===== src/rtl/rv32_pkg.sv =====
// Shared RV32I pipeline types: datapath widths, ALU op encodings,
// operand-select encodings and forwarding-source selection.
package rv32_pkg;

   localparam int XLEN   = 32;
   localparam int REG_AW = 5;

   typedef enum logic [3:0] {
      ALU_ADD  = 4'd0,
      ALU_SUB  = 4'd1,
      ALU_SLL  = 4'd2,
      ALU_SLT  = 4'd3,
      ALU_SLTU = 4'd4,
      ALU_XOR  = 4'd5,
      ALU_SRL  = 4'd6,
      ALU_SRA  = 4'd7,
      ALU_OR   = 4'd8,
      ALU_AND  = 4'd9,
      ALU_LUI  = 4'd10
   } alu_op_e;

   // ADD is encoded as zero so a reset/bubble stage is all-zero registers.
   localparam logic [3:0] NOP_ALU_OP = ALU_ADD;

   typedef enum logic {OP1_RS1 = 1'b0, OP1_PC  = 1'b1} op1_sel_e;
   typedef enum logic {OP2_RS2 = 1'b0, OP2_IMM = 1'b1} op2_sel_e;

   typedef enum logic [1:0] {FWD_REG, FWD_MEM, FWD_WB} fwd_sel_e;

   // MEM beats WB; x0 is never a forwarding target.
   function automatic fwd_sel_e fwd_select(input logic [REG_AW-1:0] rs,
                                           input logic              mem_wren,
                                           input logic [REG_AW-1:0] mem_rd,
                                           input logic              wb_wren,
                                           input logic [REG_AW-1:0] wb_rd);
      if (rs != '0 && mem_wren && mem_rd == rs) return FWD_MEM;
      if (rs != '0 && wb_wren && wb_rd == rs)   return FWD_WB;
      return FWD_REG;
   endfunction

endpackage


===== src/rtl/ex_operand_stage_if.sv =====
// ID -> EX decoded-instruction bundle. master = ID stage, slave = EX stage.
interface ex_operand_stage_if;
   import rv32_pkg::*;

   logic              id_valid_i;
   logic [XLEN-1:0]   id_pc_i;
   logic [REG_AW-1:0] id_rs1_addr_i;
   logic [REG_AW-1:0] id_rs2_addr_i;
   logic [XLEN-1:0]   id_rs1_data_i;
   logic [XLEN-1:0]   id_rs2_data_i;
   logic              id_use_rs1_i;
   logic              id_use_rs2_i;
   logic [XLEN-1:0]   id_imm_i;
   logic [3:0]        id_alu_op_i;
   logic              id_op1_sel_i;
   logic              id_op2_sel_i;
   logic [REG_AW-1:0] id_rd_addr_i;
   logic              id_rd_wren_i;
   logic              id_mem_rden_i;
   logic              id_mem_wren_i;

   modport master (
      output id_valid_i, id_pc_i, id_rs1_addr_i, id_rs2_addr_i, id_rs1_data_i,
             id_rs2_data_i, id_use_rs1_i, id_use_rs2_i, id_imm_i, id_alu_op_i,
             id_op1_sel_i, id_op2_sel_i, id_rd_addr_i, id_rd_wren_i,
             id_mem_rden_i, id_mem_wren_i
   );

   modport slave (
      input  id_valid_i, id_pc_i, id_rs1_addr_i, id_rs2_addr_i, id_rs1_data_i,
             id_rs2_data_i, id_use_rs1_i, id_use_rs2_i, id_imm_i, id_alu_op_i,
             id_op1_sel_i, id_op2_sel_i, id_rd_addr_i, id_rd_wren_i,
             id_mem_rden_i, id_mem_wren_i
   );

endinterface


===== src/rtl/ex_hazard_unit.sv =====
// Combinational stall detection for the EX operand stage.
// EX_FWD_EN defined: only load-use in EX stalls (MEM/WB forwarding covers the rest).
// EX_FWD_EN undefined: any pending write in EX or MEM to a used source stalls.
module ex_hazard_unit
   import rv32_pkg::*;
(
   input  logic              ex_valid_i,
   input  logic              ex_mem_rden_i,
   input  logic              ex_rd_wren_i,
   input  logic [REG_AW-1:0] ex_rd_addr_i,
   input  logic              mem_rd_wren_i,
   input  logic [REG_AW-1:0] mem_rd_addr_i,
   input  logic              id_valid_i,
   input  logic              id_use_rs1_i,
   input  logic              id_use_rs2_i,
   input  logic [REG_AW-1:0] id_rs1_addr_i,
   input  logic [REG_AW-1:0] id_rs2_addr_i,
   input  logic              flush_i,
   output logic              stall_o
);

   logic ex_dep;
   logic hazard;

   assign ex_dep = (id_use_rs1_i && id_rs1_addr_i == ex_rd_addr_i) ||
                   (id_use_rs2_i && id_rs2_addr_i == ex_rd_addr_i);

`ifdef EX_FWD_EN
   logic hz_unused;
   assign hz_unused = ^{ex_rd_wren_i, mem_rd_wren_i, mem_rd_addr_i};

   assign hazard = ex_valid_i && ex_mem_rden_i && ex_rd_addr_i != '0 &&
                   id_valid_i && ex_dep;
`else
   logic mem_dep;
   logic hz_unused;
   assign hz_unused = ex_mem_rden_i;

   assign mem_dep = (id_use_rs1_i && id_rs1_addr_i == mem_rd_addr_i) ||
                    (id_use_rs2_i && id_rs2_addr_i == mem_rd_addr_i);

   assign hazard = id_valid_i &&
                   ((ex_valid_i && ex_rd_wren_i && ex_rd_addr_i != '0 && ex_dep) ||
                    (mem_rd_wren_i && mem_rd_addr_i != '0 && mem_dep));
`endif

   // A flushed instruction never needs to wait.
   assign stall_o = hazard && !flush_i;

endmodule


===== src/rtl/ex_operand_stage.sv =====
// ID/EX pipeline register and ALU operand selection for the RV32I core.
// Build option EX_FWD_EN enables MEM/WB operand forwarding; without it the
// hazard unit stalls until the producer reaches WB and the capture bypass
// supplies the value.
module ex_operand_stage
   import rv32_pkg::*;
(
   input  logic              clk_i,
   input  logic              rst_i,
   input  logic              flush_i,
   ex_operand_stage_if.slave id,
   input  logic [REG_AW-1:0] mem_rd_addr_i,
   input  logic              mem_rd_wren_i,
   input  logic [XLEN-1:0]   mem_alu_data_i,
   input  logic [REG_AW-1:0] wb_rd_addr_i,
   input  logic              wb_rd_wren_i,
   input  logic [XLEN-1:0]   wb_data_i,
   output logic              stall_o,
   output logic              ex_valid_o,
   output logic [XLEN-1:0]   operand1_o,
   output logic [XLEN-1:0]   operand2_o,
   output logic [3:0]        alu_op_o,
   output logic [XLEN-1:0]   ex_store_data_o,
   output logic [XLEN-1:0]   ex_pc_o,
   output logic [REG_AW-1:0] ex_rd_addr_o,
   output logic              ex_rd_wren_o,
   output logic              ex_mem_rden_o,
   output logic              ex_mem_wren_o
);

   logic              valid_q,    valid_d;
   logic [XLEN-1:0]   pc_q,       pc_d;
   logic [REG_AW-1:0] rs1_addr_q, rs1_addr_d;
   logic [REG_AW-1:0] rs2_addr_q, rs2_addr_d;
   logic [XLEN-1:0]   rs1_data_q, rs1_data_d;
   logic [XLEN-1:0]   rs2_data_q, rs2_data_d;
   logic [XLEN-1:0]   imm_q,      imm_d;
   logic [3:0]        alu_op_q,   alu_op_d;
   logic              op1_sel_q,  op1_sel_d;
   logic              op2_sel_q,  op2_sel_d;
   logic [REG_AW-1:0] rd_addr_q,  rd_addr_d;
   logic              rd_wren_q,  rd_wren_d;
   logic              mem_rden_q, mem_rden_d;
   logic              mem_wren_q, mem_wren_d;

   logic              bubble;
   logic [XLEN-1:0]   fwd_rs1;
   logic [XLEN-1:0]   fwd_rs2;

   ex_hazard_unit u_hazard (
      .ex_valid_i    (valid_q),
      .ex_mem_rden_i (mem_rden_q),
      .ex_rd_wren_i  (rd_wren_q),
      .ex_rd_addr_i  (rd_addr_q),
      .mem_rd_wren_i (mem_rd_wren_i),
      .mem_rd_addr_i (mem_rd_addr_i),
      .id_valid_i    (id.id_valid_i),
      .id_use_rs1_i  (id.id_use_rs1_i),
      .id_use_rs2_i  (id.id_use_rs2_i),
      .id_rs1_addr_i (id.id_rs1_addr_i),
      .id_rs2_addr_i (id.id_rs2_addr_i),
      .flush_i       (flush_i),
      .stall_o       (stall_o)
   );

   assign bubble = flush_i || stall_o;

   // Next-state: capture ID (with WB bypass on read data), or insert a bubble.
   always_comb begin
      pc_d       = id.id_pc_i;
      rs1_addr_d = id.id_rs1_addr_i;
      rs2_addr_d = id.id_rs2_addr_i;
      imm_d      = id.id_imm_i;
      op1_sel_d  = id.id_op1_sel_i;
      op2_sel_d  = id.id_op2_sel_i;
      rd_addr_d  = id.id_rd_addr_i;
      rs1_data_d = (fwd_select(id.id_rs1_addr_i, 1'b0, '0, wb_rd_wren_i, wb_rd_addr_i) == FWD_WB)
                   ? wb_data_i : id.id_rs1_data_i;
      rs2_data_d = (fwd_select(id.id_rs2_addr_i, 1'b0, '0, wb_rd_wren_i, wb_rd_addr_i) == FWD_WB)
                   ? wb_data_i : id.id_rs2_data_i;
      valid_d    = id.id_valid_i;
      alu_op_d   = id.id_valid_i ? id.id_alu_op_i : NOP_ALU_OP;
      rd_wren_d  = id.id_valid_i && id.id_rd_wren_i;
      mem_rden_d = id.id_valid_i && id.id_mem_rden_i;
      mem_wren_d = id.id_valid_i && id.id_mem_wren_i;
      if (bubble) begin
         valid_d    = 1'b0;
         alu_op_d   = NOP_ALU_OP;
         rd_wren_d  = 1'b0;
         mem_rden_d = 1'b0;
         mem_wren_d = 1'b0;
      end
   end

   // ID/EX pipeline register.
   always_ff @(posedge clk_i or posedge rst_i) begin
      if (rst_i) begin
         valid_q    <= 1'b0;
         pc_q       <= '0;
         rs1_addr_q <= '0;
         rs2_addr_q <= '0;
         rs1_data_q <= '0;
         rs2_data_q <= '0;
         imm_q      <= '0;
         alu_op_q   <= NOP_ALU_OP;
         op1_sel_q  <= 1'b0;
         op2_sel_q  <= 1'b0;
         rd_addr_q  <= '0;
         rd_wren_q  <= 1'b0;
         mem_rden_q <= 1'b0;
         mem_wren_q <= 1'b0;
      end else begin
         valid_q    <= valid_d;
         pc_q       <= pc_d;
         rs1_addr_q <= rs1_addr_d;
         rs2_addr_q <= rs2_addr_d;
         rs1_data_q <= rs1_data_d;
         rs2_data_q <= rs2_data_d;
         imm_q      <= imm_d;
         alu_op_q   <= alu_op_d;
         op1_sel_q  <= op1_sel_d;
         op2_sel_q  <= op2_sel_d;
         rd_addr_q  <= rd_addr_d;
         rd_wren_q  <= rd_wren_d;
         mem_rden_q <= mem_rden_d;
         mem_wren_q <= mem_wren_d;
      end
   end

`ifdef EX_FWD_EN
   fwd_sel_e rs1_sel;
   fwd_sel_e rs2_sel;

   assign rs1_sel = fwd_select(rs1_addr_q, mem_rd_wren_i, mem_rd_addr_i, wb_rd_wren_i, wb_rd_addr_i);
   assign rs2_sel = fwd_select(rs2_addr_q, mem_rd_wren_i, mem_rd_addr_i, wb_rd_wren_i, wb_rd_addr_i);

   // Forwarding muxes on the registered source operands.
   always_comb begin
      fwd_rs1 = rs1_data_q;
      fwd_rs2 = rs2_data_q;
      case (rs1_sel)
         FWD_MEM: fwd_rs1 = mem_alu_data_i;
         FWD_WB:  fwd_rs1 = wb_data_i;
         default: fwd_rs1 = rs1_data_q;
      endcase
      case (rs2_sel)
         FWD_MEM: fwd_rs2 = mem_alu_data_i;
         FWD_WB:  fwd_rs2 = wb_data_i;
         default: fwd_rs2 = rs2_data_q;
      endcase
   end
`else
   logic fwd_unused;
   assign fwd_unused = ^{mem_alu_data_i, rs1_addr_q, rs2_addr_q};

   assign fwd_rs1 = rs1_data_q;
   assign fwd_rs2 = rs2_data_q;
`endif

   assign operand1_o      = (op1_sel_q == OP1_PC)  ? pc_q  : fwd_rs1;
   assign operand2_o      = (op2_sel_q == OP2_IMM) ? imm_q : fwd_rs2;
   assign ex_store_data_o = fwd_rs2;
   assign ex_valid_o      = valid_q;
   assign alu_op_o        = valid_q ? alu_op_q : NOP_ALU_OP;
   assign ex_pc_o         = pc_q;
   assign ex_rd_addr_o    = rd_addr_q;
   assign ex_rd_wren_o    = valid_q && rd_wren_q;
   assign ex_mem_rden_o   = valid_q && mem_rden_q;
   assign ex_mem_wren_o   = valid_q && mem_wren_q;

endmodule


===== src/flat_wrapper.sv =====
// flat-port wrapper written by rule: the top's interface ports become plain ports
module ex_operand_stage_flat import rv32_pkg::*;
  (clk_i, rst_i, flush_i, mem_rd_addr_i, mem_rd_wren_i, mem_alu_data_i, wb_rd_addr_i, wb_rd_wren_i, wb_data_i, stall_o, ex_valid_o, operand1_o, operand2_o, alu_op_o, ex_store_data_o, ex_pc_o, ex_rd_addr_o, ex_rd_wren_o, ex_mem_rden_o, ex_mem_wren_o, id_id_valid_i, id_id_pc_i, id_id_rs1_addr_i, id_id_rs2_addr_i, id_id_rs1_data_i, id_id_rs2_data_i, id_id_use_rs1_i, id_id_use_rs2_i, id_id_imm_i, id_id_alu_op_i, id_id_op1_sel_i, id_id_op2_sel_i, id_id_rd_addr_i, id_id_rd_wren_i, id_id_mem_rden_i, id_id_mem_wren_i);
  ex_operand_stage_if id_i ();
  input  logic clk_i;
  input  logic rst_i;
  input  logic flush_i;
  input  logic [REG_AW-1:0] mem_rd_addr_i;
  input  logic mem_rd_wren_i;
  input  logic [XLEN-1:0] mem_alu_data_i;
  input  logic [REG_AW-1:0] wb_rd_addr_i;
  input  logic wb_rd_wren_i;
  input  logic [XLEN-1:0] wb_data_i;
  output logic stall_o;
  output logic ex_valid_o;
  output logic [XLEN-1:0] operand1_o;
  output logic [XLEN-1:0] operand2_o;
  output logic [3:0] alu_op_o;
  output logic [XLEN-1:0] ex_store_data_o;
  output logic [XLEN-1:0] ex_pc_o;
  output logic [REG_AW-1:0] ex_rd_addr_o;
  output logic ex_rd_wren_o;
  output logic ex_mem_rden_o;
  output logic ex_mem_wren_o;
  input wire logic [$bits(id_i.id_valid_i)-1:0] id_id_valid_i;
  input wire logic [$bits(id_i.id_pc_i)-1:0] id_id_pc_i;
  input wire logic [$bits(id_i.id_rs1_addr_i)-1:0] id_id_rs1_addr_i;
  input wire logic [$bits(id_i.id_rs2_addr_i)-1:0] id_id_rs2_addr_i;
  input wire logic [$bits(id_i.id_rs1_data_i)-1:0] id_id_rs1_data_i;
  input wire logic [$bits(id_i.id_rs2_data_i)-1:0] id_id_rs2_data_i;
  input wire logic [$bits(id_i.id_use_rs1_i)-1:0] id_id_use_rs1_i;
  input wire logic [$bits(id_i.id_use_rs2_i)-1:0] id_id_use_rs2_i;
  input wire logic [$bits(id_i.id_imm_i)-1:0] id_id_imm_i;
  input wire logic [$bits(id_i.id_alu_op_i)-1:0] id_id_alu_op_i;
  input wire logic [$bits(id_i.id_op1_sel_i)-1:0] id_id_op1_sel_i;
  input wire logic [$bits(id_i.id_op2_sel_i)-1:0] id_id_op2_sel_i;
  input wire logic [$bits(id_i.id_rd_addr_i)-1:0] id_id_rd_addr_i;
  input wire logic [$bits(id_i.id_rd_wren_i)-1:0] id_id_rd_wren_i;
  input wire logic [$bits(id_i.id_mem_rden_i)-1:0] id_id_mem_rden_i;
  input wire logic [$bits(id_i.id_mem_wren_i)-1:0] id_id_mem_wren_i;
  assign id_i.id_valid_i = id_id_valid_i;
  assign id_i.id_pc_i = id_id_pc_i;
  assign id_i.id_rs1_addr_i = id_id_rs1_addr_i;
  assign id_i.id_rs2_addr_i = id_id_rs2_addr_i;
  assign id_i.id_rs1_data_i = id_id_rs1_data_i;
  assign id_i.id_rs2_data_i = id_id_rs2_data_i;
  assign id_i.id_use_rs1_i = id_id_use_rs1_i;
  assign id_i.id_use_rs2_i = id_id_use_rs2_i;
  assign id_i.id_imm_i = id_id_imm_i;
  assign id_i.id_alu_op_i = id_id_alu_op_i;
  assign id_i.id_op1_sel_i = id_id_op1_sel_i;
  assign id_i.id_op2_sel_i = id_id_op2_sel_i;
  assign id_i.id_rd_addr_i = id_id_rd_addr_i;
  assign id_i.id_rd_wren_i = id_id_rd_wren_i;
  assign id_i.id_mem_rden_i = id_id_mem_rden_i;
  assign id_i.id_mem_wren_i = id_id_mem_wren_i;
  ex_operand_stage u_core (.clk_i(clk_i), .rst_i(rst_i), .flush_i(flush_i), .id(id_i), .mem_rd_addr_i(mem_rd_addr_i), .mem_rd_wren_i(mem_rd_wren_i), .mem_alu_data_i(mem_alu_data_i), .wb_rd_addr_i(wb_rd_addr_i), .wb_rd_wren_i(wb_rd_wren_i), .wb_data_i(wb_data_i), .stall_o(stall_o), .ex_valid_o(ex_valid_o), .operand1_o(operand1_o), .operand2_o(operand2_o), .alu_op_o(alu_op_o), .ex_store_data_o(ex_store_data_o), .ex_pc_o(ex_pc_o), .ex_rd_addr_o(ex_rd_addr_o), .ex_rd_wren_o(ex_rd_wren_o), .ex_mem_rden_o(ex_mem_rden_o), .ex_mem_wren_o(ex_mem_wren_o));
endmodule

===== config.mk =====
export PLATFORM = sky130hd
export DESIGN_NAME = ex_operand_stage_flat
export DESIGN_NICKNAME = d
export VERILOG_FILES = /design/src/rtl/rv32_pkg.sv /design/src/rtl/ex_operand_stage_if.sv /design/src/rtl/ex_hazard_unit.sv /design/src/rtl/ex_operand_stage.sv /design/src/flat_wrapper.sv
export SDC_FILE = /design/constraint.sdc
export NUM_CORES = 1
export LEC_CHECK = 0
export CORE_MARGIN = 2
export CORE_UTILIZATION = 25
export CTS_CLUSTER_DIAMETER = 60
export DETAILED_ROUTE_END_ITERATION = 10
export HOLD_SLACK_MARGIN = 0.08
export PLACE_DENSITY = 0.62
export SLEW_MARGIN = 20
export SYNTH_ARGS = -nofsm -noshare
export SYNTH_HDL_FRONTEND = slang
export SYNTH_HIERARCHICAL = 1
export SYNTH_SLANG_ARGS = --single-unit
export TNS_END_PERCENT = 1

===== constraint.sdc =====
create_clock -name clk_i -period 8.35 [get_ports clk_i]
set_clock_uncertainty 0.05 [all_clocks]
set_input_delay 1.2525 -clock clk_i [delete_from_list [all_inputs] [get_ports clk_i]]
set_output_delay 1.2525 -clock clk_i [all_outputs]
set_load 0.05 [all_outputs]

### Word-level counts from Yosys, hierarchy flattened

Cells that the tools add are included.

* bits in registers: 143
* input port bits: 234
* output and inout port bits: 142
* word-level logic and storage cells: 66

* equal/unequal tests: 8
* muxes and demuxes: 17
* reduce and logical (&&, ||, !) cells: 29

Operators by type and width (number)
* two-way mux 32 bit: 4
* == test 5 bit: 6
* logical AND 1 bit: 20
* nonzero test 5 bit: 4
* two-way mux 4 bit: 3
* two-way mux 2 bit: 4
* two-way mux 1 bit: 6
* == test 2 bit, second input constant: 2
* logical OR 1 bit: 4
* zero test 1 bit: 1

### Longest topological paths before layout

Gate-level depths: netlist of run 1.

* depth in word-level cells: 9
* mapped depth: 6

### Modules after synthesis

Netlist of run 1, hierarchy kept.

Modules (own cells, without submodules)
* ex_operand_stage: times used 1, cells an instance 321, area each 5616.6 sq um, seq. area each 3578.4 sq um
* ex_hazard_unit: times used 1, cells an instance 34, area each 274.0 sq um, seq. area each 0.0 sq um

### Worst setup path after synthesis of run 1

Ideal clock, no wire load.

* path type: input to output
* from: input id_id_rs1_addr_i[1]
* to: output stall_o
* arrival time: 2.609 ns
* required time: 7.048 ns
* setup slack: 4.438 ns
* cell stages on the path: 4
* cells stage by stage: xor2_1 nor4_1 a32oi_1 o22ai_1

* word-level cells in the longest chain between the ends: 7
* elaborated cells on any way between the ends: 11

Ends and longest elaborated chain
* start: declaration: RTL line flat_wrapper.sv:27 `input wire logic [$bits(id_i.id_rs1_addr_i)-1:0] id_id_rs1_addr_i;`
* == test 5 bit (on tied branches): RTL line ex_hazard_unit.sv:25, ex_hazard_unit.sv:39
* logical AND 1 bit (on tied branches): RTL line ex_hazard_unit.sv:25, ex_hazard_unit.sv:39
* logical OR 1 bit (on tied branches): RTL line ex_hazard_unit.sv:25, ex_hazard_unit.sv:39
* logical AND 1 bit (on tied branches): RTL line ex_hazard_unit.sv:43, ex_hazard_unit.sv:44
* logical OR 1 bit *: RTL line ex_hazard_unit.sv:43 `((ex_valid_i && ex_rd_wren_i && ex_rd_addr_i != '0 && ex_dep) ||`
* logical AND 1 bit *: RTL line ex_hazard_unit.sv:42 `assign hazard = id_valid_i &&`
* logical AND 1 bit *: RTL line ex_hazard_unit.sv:48 `assign stall_o = hazard && !flush_i;`
* end: declaration: RTL line flat_wrapper.sv:14 `output logic stall_o;`

Mark *: on every way between the ends. The rest lies on a longest branch, timed or not.

### Worst setup path in the final report of run 1

Ends and elaborated chain as after synthesis.

==> impl_results.md, run 1 <==
- Area growth syn-to-layout: 74.6%
- Final min period: 4.84 ns
- HP Class: reg2reg
- CTS tree: built
- Pwr/cell area: 196 mW/mm^2
- Critical Path Sink Type: primary output
- Die Wd: 158 microns
- Routed WL per cell: 17.7 microns
- P_leak: 4.18 nW
- WS Path Type: in2out
- Final wirelength: 18400 microns
- Outcome: completed
- Reg2Reg Depth: 5
- Placed cell areas: 0.00966 sq mm
- MaxCap Viol Count: 0
- Net Count, Synth: 589
- Peak VDD IR: 0.0915 mV
- Core box area: 0.0233 sq mm
- Hold depth: 3
- Antenna violations before repair: 0
- Clock Latency Late Sink: 0.41 ns
- Final Net Count: 941
- Starting DRT DRC Count: 115
- HPWL after DPL: 13900 microns
- Clock Pin Slew Worst Setup and Hold Paths: 0.07 ns
- RSZ-0062 raised after global routing: false
- Clock root buffer: clkbuf_16
- Critical path, cell by cell: clkdlybuf4s50_1 > xor2_1 > nor4_1 > a32oi_1 > o22ai_1 > clkdlybuf4s50_1
- Clock Tree Buf Depth: 2
- Setup TNS: 0 ns
- Layout cells sized above 1: 23.8%
- Crit-path max FO: 4
- Remaining Overflow, GRT: 0
- Rows: 56
- Worst setup SP type: input port
- Finished Layout Cells: 1039
- Routed vias: 4214
- Syn Area/Cell: 16.6 sq um
- Die area: 0.0248 sq mm
- # Post-CTS Setup Buffers: 0
- Inst Count DP: 1007
- CP arrival: 3.54 ns
- Setup violators final: 0
- Global-route wire length before repair: 26400 microns
- Die height: 158 microns
- Yosys warning total: 6
- Tot GR Track Use: 14.6%
- Tightest Pin Transition: 1.03 ns
- I/O pin count: 376
- Fin. max-slew vios: 0
- PostCTS Resize Cnt: 0
- Most frequent cells in the layout: clkdlybuf4s50_1 (343), dfrtp_1 (141), mux2_2 (68)
- Slew headroom: 31.2%
- N_diodes: 0
- H-Tree Depth: 4
- Slowest stage delay, CP: 0.86 ns
- CP required: 7.05 ns
- Synth Register Bits: 143
- Critical-path cell with the highest stage delay: clkdlybuf4s50_1
- Pin count of the biggest net entering global routing: 89
- Final instance area: 0.0103 sq mm
- DR vias/cell: 4.06
- Peak Freq: 207 MHz
- CTS Sinks: 143
- Mapped cell area: 0.00589 sq mm
- Commonest non-fill, non-tap cell in the layout: clkdlybuf4s50_1
- Final ANT Viol Nets: 0
- CTS Buf Count: 17
- Seq/Total Area, Yosys: 60.7%
- Most frequent cell on the critical path: clkdlybuf4s50_1
- Fin util: 44.1%
- GPL Wtd Cong: 0.783
- Final Hold Viols: 0
- Initial Util: 25.2%
- Final Cycle Share: 58.0%
- Hold-fix buffers at CTS: 0
- DRC viols: 0
- Buffers added on ports: 343
- Vias in the first global route: 4521
- First drt pass iteration count: 6
- Unique masters post-synth: 23
- Cell count after synthesis: 355
## flip-flops by register name, indices dropped and copies added, names as in the netlist
name and cells:
u_core/fwd_rs1 32, u_core/mem_wren_q 1, u_core/mem_rden_q 1, u_core/imm_q 32, u_core/ex_valid_o 1, u_core/ex_rd_addr_o 5, u_core/alu_op_q 4, u_core/rd_wren_q 1
u_core/op2_sel_q 1, u_core/op1_sel_q 1, u_core/ex_store_data_o 32, u_core/ex_pc_o 32
## area by class of cell
class | instances | area, sq um
clock buffer | 17 | 425
sequential | 143 | 3580
timing repair buffer | 347 | 3460
inverter | 1 | 8.76
multi-input combinational | 197 | 2210
fill | 2158 | 13000
clock inverter | 15 | 198
tap | 319 | 399
## where the power goes
part           switching [W]  total [W]  internal, W
registers          0.0000240   0.000753     0.000729
clock network       0.000330   0.000811     0.000481
logic               0.000238   0.000450     0.000211
total               0.000592    0.00201      0.00142
## synthesized netlist by cell type
library cell | n | area, sq um
o41ai_2 | 2 | 32.5
a32oi_1 | 2 | 17.5
nand3_1 | 2 | 10.0
nor2b_1 | 1 | 6.26
and2_1 | 16 | 100
nor4_1 | 4 | 25.0
dfrtp_1 | 143 | 3580
or4_1 | 2 | 15.0
nor3b_1 | 1 | 7.51
mux2_4 | 60 | 901
o211ai_1 | 1 | 7.51
mux2_2 | 68 | 766
o2111ai_1 | 1 | 8.76
clkbuf_1 | 2 | 7.51
a211oi_4 | 2 | 40.0
o22ai_1 | 1 | 6.26
nor2_1 | 2 | 7.51
buf_6 | 6 | 67.6
xnor2_1 | 12 | 105
xor2_1 | 16 | 140
nand2_1 | 4 | 15.0
inv_1 | 1 | 3.75
buf_1 | 6 | 22.5
## critical path: cells and delay by family
kind | cells | cell delay, ns
compound gates | 2 | 0.41
simple gates | 1 | 0.28
buf+inv | 2 | 1.39
xor+xnor | 1 | 0.21
## stage by stage
stage / setup slack, ns / hold WS [ns] / total power (W)
finish: 3.51 / 0.888 / 0.00201
global route: 3.40 / 0.979 / 0.00210
CTS: 3.50 / 0.915 / 0.00205
detailed placement: 3.52 / 0.893 / 0.00122
global placement: 3.49 / 0.907 / 0.00122
floorplan: 3.21 / 1.23 / 0.00101
## worst paths after layout
path                                             start           endpoint  slack (ns)
min in group asynchronous                        rst_i  u_core/ex_pc_o[1]        1.34
worst max register to register  u_core/ex_rd_addr_o[2]  u_core/mem_rden_q        6.02
worst max-delay path               id_id_rs1_addr_i[1]            stall_o        3.51
worst min register to register        u_core/rd_wren_q  u_core/ex_valid_o        0.89
worst min-delay path                  u_core/rd_wren_q  u_core/ex_valid_o        0.89
max in group asynchronous                        rst_i   u_core/op2_sel_q        5.60
## routing by layer
metal | GRT usage (%) | wire length, microns | part of all wire [%]
met1 | 16.1 | 7050 | 38
met2 | 26.3 | 9590 | 52
met3 | 5.07 | 1550 | 8.5
met4 | 4.29 | 156 | 0.85
met5 | 0 | 0 | 0
## cells by family (layout without fill, tap and decap cells)
| kind of cell | Yosys count | in the layout | share of synthesized area, % |
|---|---|---|---|
| AOI/OAI and AO/OA | 9 | 9 | 1.91 |
| xor gates and xnor gates | 28 | 28 | 4.16 |
| buffers and inverters | 15 | 380 | 1.72 |
| DFF | 143 | 143 | 60.7 |
| muxes | 128 | 128 | 28.3 |
| and+or+nand+nor | 32 | 32 | 3.16 |
Power figures use the tool's default switching activity.
==> run 2: changes to the inputs <==
- PLACE_DENSITY: 0.62 -> 0.64
- clock period: 8.35 -> 4.4 ns (I/O delays scaled with it)
==> run 2 against run 1 <==
First-iteration DRC count is 14% lower; highest routed layer unchanged; sequential power is 90% higher; non-clock buffer count is 3 higher; critical endpoint unchanged; power is 89% higher; clock power is 86% higher; critical path type unchanged; count of clock-buffer cells in the layout is 1 higher; critical path depth stayed put; combinational power is 91% higher; wire length is 2.8% higher; sequential cell count stayed put.
==> impl_results.md, run 2 (same netlist as run 1, synthesis figures left out) <==
- Final Net Count: 944
- Critical Path Sink Type: primary output
- Buffers added on ports: 343
- WS Path Type: in2out
- Tot GR Track Use: 15.1%
- CP arrival: 2.97 ns
- Core box area: 0.0233 sq mm
- Inst Count DP: 1010
- Reg2Reg Depth: 5
- Fin. max-slew vios: 0
- Tightest Pin Transition: 0.926 ns
- Layout cells sized above 1: 24.1%
- CTS tree: built
- Vias in the first global route: 4663
- Peak VDD IR: 0.247 mV
- Finished Layout Cells: 1043
- RSZ-0062 raised after global routing: false
- Worst setup SP type: input port
- HP Class: in2reg
- Die area: 0.0248 sq mm
- Die Wd: 158 microns
- CTS Sinks: 143
- Commonest non-fill, non-tap cell in the layout: clkdlybuf4s50_1
- Pin count of the biggest net entering global routing: 62
- Final wirelength: 18900 microns
- Die height: 158 microns
- Pwr/cell area: 368 mW/mm^2
- Critical-path cell with the highest stage delay: clkdlybuf4s50_1
- Initial Util: 25.2%
- Most frequent cells in the layout: clkdlybuf4s50_1 (343), dfrtp_1 (141), mux2_2 (68)
- Hold Path Origin: id_id_rd_addr_i[1]
- Global-route wire length before repair: 27200 microns
- DR vias/cell: 4.08
- Setup slack after layout: 0.717 ns
- PostCTS Resize Cnt: 0
- Reg2Reg Setup Slack: 2.13 ns
- Hold-fix buffers at CTS: 0
- Outcome: completed
- Clock Tree Buf Depth: 2
- Routed vias: 4257
- Worst reg2reg path endpoint: u_core/rd_wren_q
- HPWL after DPL: 14600 microns
- Crit-path max FO: 4
- I/O pin count: 376
- Setup violators final: 0
- Routed WL per cell: 18.1 microns
- Clock Pin Slew Worst Setup and Hold Paths: 0.07 ns
- Final ANT Viol Nets: 0
- First drt pass iteration count: 4
- CTS Buf Count: 17
- Min-Delay Endpoint: u_core/ex_rd_addr_o[1]
- Fin util: 44.2%
- Clock root buffer: clkbuf_16
- P_leak: 4.21 nW
- # Post-CTS Setup Buffers: 0
- GPL Wtd Cong: 0.817
- Hold depth: 1
- Most frequent cell on the critical path: clkdlybuf4s50_1
- MaxCap Viol Count: 0
- Clock Latency Late Sink: 0.41 ns
- Rows: 56
- Critical path, cell by cell: clkdlybuf4s50_1 > xor2_1 > nor4_1 > a32oi_1 > o22ai_1 > clkdlybuf4s50_1
- Area growth syn-to-layout: 75.3%
- Post-place setup slack: 0.719 ns
- Peak Freq: 272 MHz
- Final Cycle Share: 83.7%
- DRC viols: 0
- Slew headroom: 38.2%
- Antenna violations before repair: 1
- Final Hold Viols: 0
- CP required: 3.69 ns
- Starting DRT DRC Count: 99
- Setup TNS: 0 ns
- Final min period: 3.68 ns
- Remaining Overflow, GRT: 0
- RR Startpoint: u_core/ex_rd_addr_o[2]
- Slowest stage delay, CP: 0.85 ns
- H-Tree Depth: 4
- Hold Slack: 0.627 ns
run 2: cell count changes in the layout (fill, tap and decap cells not counted), sizes merged:
cell | before | now
clkbuf | 17 | 18
buf | 4 | 7
bufinv | 3 | 2
diode | 0 | 1
clkinvlp | 4 | 1
clkinv | 0 | 3
run 2: layer usage:
metal	wire length (microns)	vias to the layer above	track usage [%]
met1	7510	2039	17.1
met2	8990	247	25.3
met3	2040	19	6.66
li1	-	1952	-
met4	325	0	5.24
met5	0	-	0
run 2: area by class of cell:
type                       instances  area, sq um
fill                            2155        13000
sequential                       143         3580
timing repair buffer             350         3500
multi-input combinational        197         2210
clock buffer                      18          439
tap                              319          399
clock inverter                    14          185
inverter                           1         7.51
antenna                            1         2.50
run 2: worst max path at each step:
stage | from | to | slack (ns) | depth (start not counted)
after floorplan | u_core/ex_rd_addr_o[4] | stall_o | 1.66 | 4
after global placement | id_id_rs2_addr_i[3] | stall_o | 0.75 | 6
after detailed placement | id_id_rs2_addr_i[3] | stall_o | 0.72 | 6
after CTS | id_id_rs2_addr_i[3] | stall_o | 0.71 | 6
after global routing | id_id_rs2_addr_i[2] | stall_o | 0.59 | 6
final | id_id_rs2_addr_i[2] | stall_o | 0.72 | 6
run 2: power by group:
| part | leakage [nW] | internal, W | switching, W |
|---|---|---|---|
| Combinational | 2.22 | 0.000403 | 0.000454 |
| Sequential | 1.68 | 0.00138 | 0.0000473 |
| Clock | 0.308 | 0.000884 | 0.000628 |
| Total | 4.21 | 0.00267 | 0.00113 |
run 2: worst max-delay path, delay by kind of cell:
family / cells / cell delay, ns
buffers and inverters: 2 / 1.39
AOI/OAI and AO/OA: 2 / 0.40
and+or+nand+nor: 1 / 0.31
xor gates and xnor gates: 1 / 0.22
run 2: per-stage QoR:
stage	cell area [sq um]	total power (W)
after CTS	10300	0.00388
after floorplan	5890	0.00191
after global routing	10300	0.00397
after global placement	9700	0.00232
final	10300	0.00380
after detailed placement	9700	0.00232
==> run 3: changes to the inputs <==
- clock period: 4.4 -> 3.3 ns (I/O delays scaled with it)
==> run 3 against run 2 <==
Power rose by 32%; sequential power rose by 33%; register-to-register slack got worse by 1.2 ns; die area did not move; sequential share of layout area fell by 0.067 points; critical path depth fell by 3; sequential cell count did not move; global-route usage rose by 0.084 points; cell count did not move; via count rose by 0.87%; largest cell class unchanged; cell area rose by 0.19%; non-clock buffer count rose by 1.
==> impl_results.md, run 3 (same netlist as run 1, synthesis figures left out) <==
- Outcome: completed
- HP Class: in2reg
- FILL cells: 2142
- N_diodes: 0
- Crit-path max FO: 20
- GPL Wtd Cong: 0.802
- Initial Util: 25.2%
- Setup TNS: 0 ns
- Final Hold Viols: 0
- Layout cells sized above 1: 24.2%
- Die Wd: 158 microns
- Final ANT Viol Nets: 0
- # Post-CTS Setup Buffers: 0
- I/O pin count: 376
- Pwr/cell area: 487 mW/mm^2
- Setup violators final: 0
- Most frequent cells in the layout: clkdlybuf4s50_1 (342), dfrtp_1 (141), mux2_2 (68)
- DRC viols: 0
- Clock Latency Late Sink: 0.41 ns
- Final min period: 2.94 ns
- CP arrival: 2.39 ns
- RR Startpoint: u_core/ex_rd_addr_o[2]
- RSZ-0062 raised after global routing: false
- First drt pass iteration count: 6
- HPWL after DPL: 14300 microns
- Tot GR Track Use: 15.2%
- Fin. max-slew vios: 0
- Vias in the first global route: 4615
- Final Net Count: 945
- Commonest non-fill, non-tap cell in the layout: clkdlybuf4s50_1
- Min-Delay Endpoint: u_core/ex_pc_o[14]
- Antenna violations before repair: 0
- Final Cycle Share: 89.0%
- Peak VDD IR: 0.261 mV
- Worst reg2reg path endpoint: u_core/alu_op_q[1]
- Remaining Overflow, GRT: 0
- Final wirelength: 18800 microns
- Rows: 56
- Hold Path Origin: id_id_pc_i[14]
- Area growth syn-to-layout: 75.6%
- Peak Freq: 340 MHz
- Clock root buffer: clkbuf_16
- Die height: 158 microns
- Clock Tree Buf Depth: 2
- Starting DRT DRC Count: 132
- Hold depth: 1
- Buffers added on ports: 343
- Clock Pin Slew Worst Setup and Hold Paths: 0.07 ns
- PostCTS Resize Cnt: 0
- WS Path Type: reg2out
- Global-route wire length before repair: 27400 microns
- Core box area: 0.0233 sq mm
- Reg2Reg Depth: 6
- Routed vias: 4294
- CTS tree: built
- H-Tree Depth: 4
- Tightest Pin Transition: 0.801 ns
- P_leak: 4.22 nW
- Slew headroom: 46.6%
- DR vias/cell: 4.12
- Pin count of the biggest net entering global routing: 144
- MaxCap Viol Count: 0
- Worst setup SP type: register
- Hold Slack: 0.459 ns
- CP required: 2.75 ns
- Reg2Reg Setup Slack: 0.98 ns
- CTS Sinks: 143
- Hold-fix buffers at CTS: 0
- Routed WL per cell: 18.0 microns
- Die area: 0.0248 sq mm
- CTS Buf Count: 17
- Critical Path Sink Type: primary output
run 3: how the worst max path moves through the flow:
stage,start,endpoint,slack [ns],depth (start not counted)
5_1_grt,u_core/op1_sel_q,operand1_o[10],0.23,3
3_3_place_gp,id_id_rs1_addr_i[1],stall_o,0.51,6
6_report,u_core/op1_sel_q,operand1_o[9],0.36,3
4_1_cts,u_core/op1_sel_q,operand1_o[9],0.30,3
2_1_floorplan,u_core/ex_rd_addr_o[4],u_core/alu_op_q[0],0.63,6
3_5_place_dp,mem_rd_addr_i[0],u_core/alu_op_q[3],0.51,7
run 3: where the power goes:
| group | total (W) | internal [W] | leakage [nW] | switching, W |
|---|---|---|---|---|
| Combinational | 0.00116 | 0.000542 | 2.24 | 0.000621 |
| Clock | 0.00198 | 0.00115 | 0.296 | 0.000827 |
| Sequential | 0.00190 | 0.00185 | 1.68 | 0.0000503 |
| Total | 0.00504 | 0.00354 | 4.22 | 0.00150 |
run 3: cell type report:
cell class                 instances  area, sq um  area share [%]
timing repair buffer             351         3540            34.2
inverter                           1         7.51          0.0726
clock buffer                      18          429            4.15
multi-input combinational        197         2210            21.4
sequential                       143         3580            34.6
tap                              319          399            3.86
clock inverter                    14          175            1.69
run 3: critical path, cell delays in order (launching register included):
cell             delay [ns]
dfrtp_2                0.65
buf_12                 0.24
mux2_2                 0.37
clkdlybuf4s50_1        0.70
run 3: stage by stage:
| stage | area [sq um] | instances | worst slack [ns] | power, W | util (%) |
|---|---|---|---|---|---|
| global route | 10300 | 1043 | 0.233 | 0.00527 | 44.3 |
| detailed placement | 9740 | 1011 | 0.511 | 0.00310 | 41.7 |
| global placement | 9740 | 1011 | 0.510 | 0.00309 | 41.7 |
| finish | 10300 | 1043 | 0.362 | 0.00504 | 44.3 |
| CTS | 10300 | 1043 | 0.299 | 0.00513 | 44.3 |
| floorplan | 5890 | 355 | 0.631 | 0.00255 | - |
run 3: metal layers:
metal | vias up | global-route usage (%) | share of wire (%)
met4 | 0 | 4.20 | 1.1
met1 | 2064 | 17.0 | 40
met5 | - | 0 | 0
li1 | 1949 | - | -
met2 | 269 | 25.8 | 48
met3 | 12 | 7.08 | 11
